**src/rtl/time_counter.sv**
```systemverilog
// time_counter: BCD 24-hour time-of-day counter with prescaler, validated load and minute/hour adjust.
module time_counter #(
    parameter int TICK_DIV = 50_000_000
) (
    input  logic        clk,
    input  logic        rst,
    input  logic        en,
    input  logic        load,
    input  logic [23:0] ld_time,
    input  logic        inc_min,
    input  logic        inc_hr,
    output logic [3:0]  ht,
    output logic [3:0]  ho,
    output logic [3:0]  mt,
    output logic [3:0]  mo,
    output logic [3:0]  st,
    output logic [3:0]  so,
    output logic        sec_pulse,
    output logic        day_wrap,
    output logic        load_err
);
    localparam int PW = (TICK_DIV > 2) ? $clog2(TICK_DIV) : 1;
    localparam logic [PW-1:0] LAST = PW'(TICK_DIV - 1);

    logic [PW-1:0] presc, presc_nx;
    logic          tick, ld_ok, s_c, m_c, h_last;
    logic [3:0]    mo_a, mt_a, ho_a, ht_a;

    always_comb begin
        tick     = en && presc == LAST;
        presc_nx = en ? (tick ? '0 : presc + 1'b1) : presc;
        ld_ok    = ld_time[23:20] <= 4'd2 && ld_time[19:16] <= 4'd9 &&
                   (ld_time[23:20] != 4'd2 || ld_time[19:16] <= 4'd3) &&
                   ld_time[15:12] <= 4'd5 && ld_time[11:8] <= 4'd9 &&
                   ld_time[7:4] <= 4'd5 && ld_time[3:0] <= 4'd9;
        // one-step minute and hour advances, shared by tick carries and adjust pulses
        mo_a     = mo == 4'd9 ? 4'd0 : mo + 4'd1;
        mt_a     = mo == 4'd9 ? (mt == 4'd5 ? 4'd0 : mt + 4'd1) : mt;
        h_last   = ht == 4'd2 && ho == 4'd3;
        ho_a     = (h_last || ho == 4'd9) ? 4'd0 : ho + 4'd1;
        ht_a     = h_last ? 4'd0 : (ho == 4'd9 ? ht + 4'd1 : ht);
        s_c      = so == 4'd9 && st == 4'd5;
        m_c      = s_c && mo == 4'd9 && mt == 4'd5;
    end

    always_ff @(posedge clk) begin
        if (rst) begin
            presc <= '0;
            {ht, ho, mt, mo, st, so} <= '0;
            sec_pulse <= 1'b0;
            day_wrap  <= 1'b0;
            load_err  <= 1'b0;
        end else begin
            sec_pulse <= 1'b0;
            day_wrap  <= 1'b0;
            load_err  <= 1'b0;
            if (load) begin
                if (ld_ok) begin
                    {ht, ho, mt, mo, st, so} <= ld_time;
                    presc <= '0;
                end else begin
                    load_err <= 1'b1;
                end
            end else begin
                presc <= presc_nx;
                if (inc_hr) begin
                    {ht, ho} <= {ht_a, ho_a};
                end else if (inc_min) begin
                    {mt, mo} <= {mt_a, mo_a};
                end else if (tick) begin
                    so <= so == 4'd9 ? 4'd0 : so + 4'd1;
                    st <= so == 4'd9 ? (st == 4'd5 ? 4'd0 : st + 4'd1) : st;
                    if (s_c) {mt, mo} <= {mt_a, mo_a};
                    if (m_c) {ht, ho} <= {ht_a, ho_a};
                    sec_pulse <= 1'b1;
                    day_wrap  <= m_c && h_last;
                end
            end
        end
    end
endmodule

```
**config.mk**
```make
export PLATFORM = sky130hd
export DESIGN_NAME = time_counter
export DESIGN_NICKNAME = d
export VERILOG_FILES = /design/src/rtl/time_counter.sv
export SDC_FILE = /design/constraint.sdc
export NUM_CORES = 1
export LEC_CHECK = 0
export BUFFER_PORTS_ARGS = -buffer_cell sky130_fd_sc_hd__buf_2
export CAP_MARGIN = 10
export CORE_MARGIN = 2
export CORE_UTILIZATION = 30
export CTS_BUF_LIST = sky130_fd_sc_hd__clkbuf_4
export CTS_CLUSTER_DIAMETER = 100
export CTS_CLUSTER_SIZE = 30
export DETAILED_ROUTE_END_ITERATION = 10
export MAX_ROUTING_LAYER = met4
export PLACE_DENSITY = 0.53
export REMOVE_ABC_BUFFERS = 1
export SETUP_SLACK_MARGIN = 0.02
export SLEW_MARGIN = 20
export SYNTH_ARGS = -nofsm -noshare
export SYNTH_HDL_FRONTEND = slang
export SYNTH_SLANG_ARGS = --single-unit
```
**constraint.sdc**
```tcl
create_clock -name clk -period 6.5 [get_ports clk]
set_clock_uncertainty 0.15 [all_clocks]
set_input_delay 1.3 -clock clk [delete_from_list [all_inputs] [get_ports clk]]
set_output_delay 1.3 -clock clk [all_outputs]
set_load 0.02 [all_outputs]
```
# After elaboration in Yosys (flattened, before gate mapping)
# Cells that the tools add are included.
# Widths: inputs -> output; s select.
[totals]
ff_bits = 53
latch_bits = 0
ram_bits = 0
romBits = 0
in_bits = 30
out_inout_bits = 27
word_cells = 117
mem_count = 0
[op_classes]
add_sub_neg = 7
multipliers = 0
n_div = 0
n_lt_le_gt_ge = 7
eq_ne = 13
n_shift = 0
n_mux = 49
bitwise = 2
n_reduce_logical = 29
[ops]
columns = ["operator", "count"]
rows = [
  ["$mux 4", 43],
  ["$mux 26", 4],
  ["$add 26x1->26 const B", 1],
  ["$eq 26x26->1 const B", 1],
  ["$add 4x1->4 const B", 6],
  ["$eq 4x4->1 const B", 3],
  ["$le 4x4->1 const B", 3],
  ["$logic_and 1x1->1", 12],
  ["$reduce_and 4->1", 3],
  ["$reduce_bool 3->1", 4],
  ["$eq 4x2->1 const B", 2],
  ["$eq 4x3->1 const B", 2],
  ["$le 4x2->1 const B", 2],
  ["$le 4x3->1 const B", 2],
  ["$reduce_bool 2->1", 3],
  ["$reduce_and 5->1", 1],
  ["$reduce_or 5->1", 1],
  ["$ne 2x2->1 const B", 2],
  ["$ne 4x2->1 const B", 1],
  ["$reduce_or 4->1", 1],
  ["$ne 3x2->1 const B", 1],
  ["$logic_or 1x1->1", 2],
  ["$mux 1", 2],
  ["$ne 2x1->1 const B", 1],
  ["3 further kinds", 4],
]

# Logic depth before layout (Yosys ltp)
[logic_depth]
depth_word = 9
depth_mapped = 8
mapped_depth_nobuf = 8

# Worst setup path after synthesis
# Ideal clock, no wire load.
[synth_path]
path_type = "input port to flip-flop"
from = "input ld_time[22]"
to = "register presc[15]"
setup_time_ns = 0.070
t_arrival_ns = 3.019
t_required_ns = 6.280
setup_slack_ns = 3.261
path_stages = 6
path_buffers = 0
path_cell_list = "nor4_1 nand4b_1 o21ai_2 nand4_1 or4b_2 a21oi_1"
[synth_between]
elab_chain_len = 9
word_cells_on_any_way = 11
classes_between = "1 x order compare; 2 x eq/ne; 8 x reduce/logical"
[synth_rtl]
columns = ["element", "line", "text"]
rows = [
  ["start: declaration", "9", "input logic [23:0] ld_time,"],
  ["$le 4x2->1 / $ne 4x2->1 (equally long branches)", "32, 33", ""],
  ["$logic_and 1x1->1 / $logic_or 1x1->1 (equally long branches)", "32, 33", ""],
  ["$logic_and 1x1->1 *", "32", "ld_ok = ld_time[23:20] <= 4'd2 && ld_time[19:16] <= 4'd9 &&"],
  ["$logic_and 1x1->1 *", "33", "(ld_time[23:20] != 4'd2 || ld_time[19:16] <= 4'd3) &&"],
  ["$logic_and 1x1->1 * (2 in a row)", "34", "ld_time[15:12] <= 4'd5 && ld_time[11:8] <= 4'd9 &&"],
  ["$logic_and 1x1->1 *", "35", "ld_time[7:4] <= 4'd5 && ld_time[3:0] <= 4'd9;"],
  ["$ne 2x1->1 (no source line) *", "--", ""],
  ["$reduce_and 2->1 (no source line) *", "--", ""],
  ["end signal: assignment", "65", "presc <= presc_nx;"],
  ["end: declaration", "25", "logic [PW-1:0] presc, presc_nx;"],
]
# Mark *: on every way between the ends. The rest lies on a longest branch, timed or not.
# A chain may end at the register's enable or synchronous reset.

# Worst setup path in the final report
[layout_path]
from = "input load"
to = "register presc[15]"
[layout_between]
elab_chain_len = 2
word_cells_on_any_way = 4
classes_between = "1 x eq/ne; 1 x mux; 2 x reduce/logical"
[layout_rtl]
columns = ["element", "line", "text"]
rows = [
  ["start: declaration", "8", "input logic load,"],
  ["$ne 2x1->1 (no source line) / $reduce_bool 2->1 (equally long branches)", "--", ""],
  ["$reduce_and 2->1 (no source line)", "--", ""],
]
# Several ways; a longest one is shown, not always the timed one.

==> reports/summary.txt <==
diodes inserted -> 0
min-delay src -> ht[3]
largest net degree at the start of global routing -> 48
Syn Inst Count -> 395
Compound-Gate Fraction of Synth Area -> 20.3%
post-synthesis mux area share -> 2.28%
FF-to-FF Start -> presc[8]
Die X -> 106 um
Worst Max-Slew Pin Slew -> 0.800 ns
share of cells above drive strength 1 -> 17.6%
Final setup viols -> 0
final hold vios -> 0
CP arrival -> 3.95 ns
number of library cell types mapped by synthesis -> 64
Hold Crit Class -> flip-flop to flip-flop
gr ovfl total -> 0
Reg2Reg Depth -> 6
total global-route track usage -> 16.0%
initial core utilization -> 30.6%
TritonCTS Buffers -> 5
Via density -> 5.32
predominant post-synthesis flop cell -> dfxtp_1
CP Capture Point -> presc[15]
Multi-input gate area -> 1950 sq um
Netlist Area Pre-Place -> 3130 sq um
CTS root buffer -> clkbuf_4
Seq cells post-synth -> 53
Placer Congestion -> 0.888
DR DRC count -> 0
worst vdd ir -> 0.0000783 V
Sequential Area -> 1060 sq um
Placement Rows -> 37
die area -> 11300 sq um
total setup buffers inserted after CTS -> 0
Clock Latency Late Sink -> 0.40 ns
status -> completed
hold buffer count at cts -> 0
initial antenna violation count -> 0
Worst setup startpoint -> load
final setup margin -> 2.71 ns
placed cell area -> 3510 sq um
slack of the worst reg-to-reg path -> 3.59 ns
RSZ-0062 raised after global routing -> false
min cycle time layout -> 3.79 ns
core area -> 10200 sq um
Crit path required time -> 6.66 ns
H-tree depth -> 2
per-cell routed wire length -> 14.8 um
post-DP HPWL -> 6.32 mm
Slew headroom -> 46.7%
NumNets Final -> 476
syn_area_per_cell -> 7.93 sq um
number of global-route vias before repair -> 2875
pre-CTS setup slack -> 2.34 ns
Area growth, synth to finish -> 14.1%
Post-Synth Adder-Cell Area -> 2.00%
CTS tree -> done
Crit Path Max Fanout -> 47
main combinational cell family by area after synthesis -> simple AND/OR/NAND/NOR gates
Num Clock Sinks -> 53
Setup TNS Final -> 0 ns
Cell Pwr Density -> 162 nW/um^2
Die Height -> 106 um
first-pass GRT wire length -> 14.5 mm
Resized Gates After CTS -> 0
Slew Viols, Final -> 0
async set or reset register ratio after synthesis -> 0%
worst reg2reg endpoint -> presc[10]
xor/xnor cell area share of the yosys netlist -> 5.60%
Max clock buf depth -> 2
fmax -> 0.264 GHz
simple-gate portion of the synthesized area -> 32.1%
kind of critical path -> input port to flip-flop
sequential-to-total area share from yosys stat -> 33.9%
Buffers on Ports -> 56
Post-Route WL -> 8.58 mm
initial drt markers -> 170
Antenna Nets Post-Route -> 0
Clock transition at path regs -> 0.18 ns
final cycle utilization of the critical path -> 58.3%
Max Cap Viol -> 0
via count -> 3077
drt first pass iters -> 4
Leak Pwr -> 0.00134 uW
CP endpoint kind -> flip-flop
Finished Cell Area -> 3570 sq um
EDFF count, synth -> 0
Synth warnings -> 0
FILL cells -> 1094
I/O Pins -> 57
CP startpoint kind -> input port
[routing by layer]
metal / global-route usage [%] / routed length [um] / vias up
met3: 2.82 / 442 / 11
met4: 4.04 / 95 / 0
met5: - / 0 / -
met2: 25.5 / 4020 / 83
li1: - / - / 1557
met1: 21.0 / 4030 / 1426
[cells in the mapped netlist (3+ instances only)]
master,n,area [sq um]
nor2b_1,4,25.0
or3_1,5,31.3
o31ai_1,5,37.5
nand3_1,15,75.1
or4_1,3,22.5
inv_1,14,52.6
nand2_1,35,131
clkbuf_1,14,52.6
nor4bb_1,4,40.0
o311a_1,3,30.0
nor2_1,43,161
or4b_1,3,30.0
o21ai_0,25,125
dfxtp_1,53,1060
a31oi_1,3,18.8
ha_1,5,62.6
a21oi_1,29,145
nand4b_1,3,26.3
nor3_1,9,45.0
mux2i_1,6,60.1
o21ai_1,3,15.0
a211oi_1,11,82.6
or2_0,3,18.8
xor2_1,20,175
and3_1,8,50.1
nand4_1,18,113
[placed cells by master (no fill, tap or decap), types with 3 or more instances in the layout]
cell type	instances
clkbuf_4	5
dfxtp_1	53
inv_1	14
o31ai_1	5
xor2_1	20
or4_1	3
a211oi_1	11
and3_1	8
nand4_1	18
or2_0	3
a31oi_1	3
nand4b_1	3
ha_1	5
nor4bb_1	4
a21oi_1	29
or4b_1	3
buf_2	56
or3_1	5
nor2b_1	4
mux2i_1	6
nand3_1	15
o21ai_1	3
o311a_1	3
nor2_1	43
o21ai_0	25
nor3_1	9
nand2_1	35
[cell type report]
type                            instances  share of cell area, %
Sequential cell                        53                   29.7
Inverter                               14                   1.47
Tap cell                              136                   4.76
Clock buffer                            5                   1.05
Timing Repair Buffer                   56                   7.84
Multi-Input combinational cell        311                   54.6
Clock inverter                          3                  0.595
[cells by family (layout without fill, tap and decap cells)]
logic type / Yosys count / in the layout
simple gates: 179 / 179
buf+inv: 31 / 78
compound gates: 100 / 100
xor+xnor: 20 / 20
flops: 53 / 53
fa+ha+maj: 5 / 5
mux: 7 / 7
[worst min path at each step]
| stage | slack (ns) | depth (start not counted) | endpoint |
|---|---|---|---|
| after global routing | 0.39 | 2 | presc[21] |
| after detailed placement | 0.36 | 2 | presc[13] |
| after floorplan | 0.31 | 2 | presc[1] |
| final | 0.38 | 2 | ht[3] |
| after CTS | 0.38 | 2 | ht[3] |
| after global placement | 0.34 | 2 | presc[21] |
[critical path, cell delays in order]
cell      delay (ns)
buf_2           0.61
nand4b_1        0.31
o21ai_2         0.66
nand4_1         0.25
or4b_2          0.65
a21oi_1         0.15
[power breakdown]
group / leakage, uW / internal, uW / switching (uW)
Clock: 0.0000316 / 43.0 / 118
Combinational: 0.000884 / 28.0 / 50.8
Sequential: 0.000429 / 332 / 8.95
[stage by stage]
stage / util, % / cells / hold WS, ns / total power [uW]
finish: 34.9 / 578 / 0.379 / 580
detailed placement: 34.4 / 570 / 0.356 / 426
global placement: 34.4 / 570 / 0.338 / 426
floorplan: - / 378 / 0.306 / 389
CTS: 34.9 / 578 / 0.379 / 589
global route: 34.9 / 578 / 0.394 / 614
[registers in the layout, summed over array words and instances (netlist names)]
name / cells
ho: 4
so: 4
mt: 4
mo: 4
st: 4
ht: 4
sec_pulse: 1
load_err: 1
presc: 26
day_wrap: 1
Note: power is estimated with default switching activity, not from simulation.
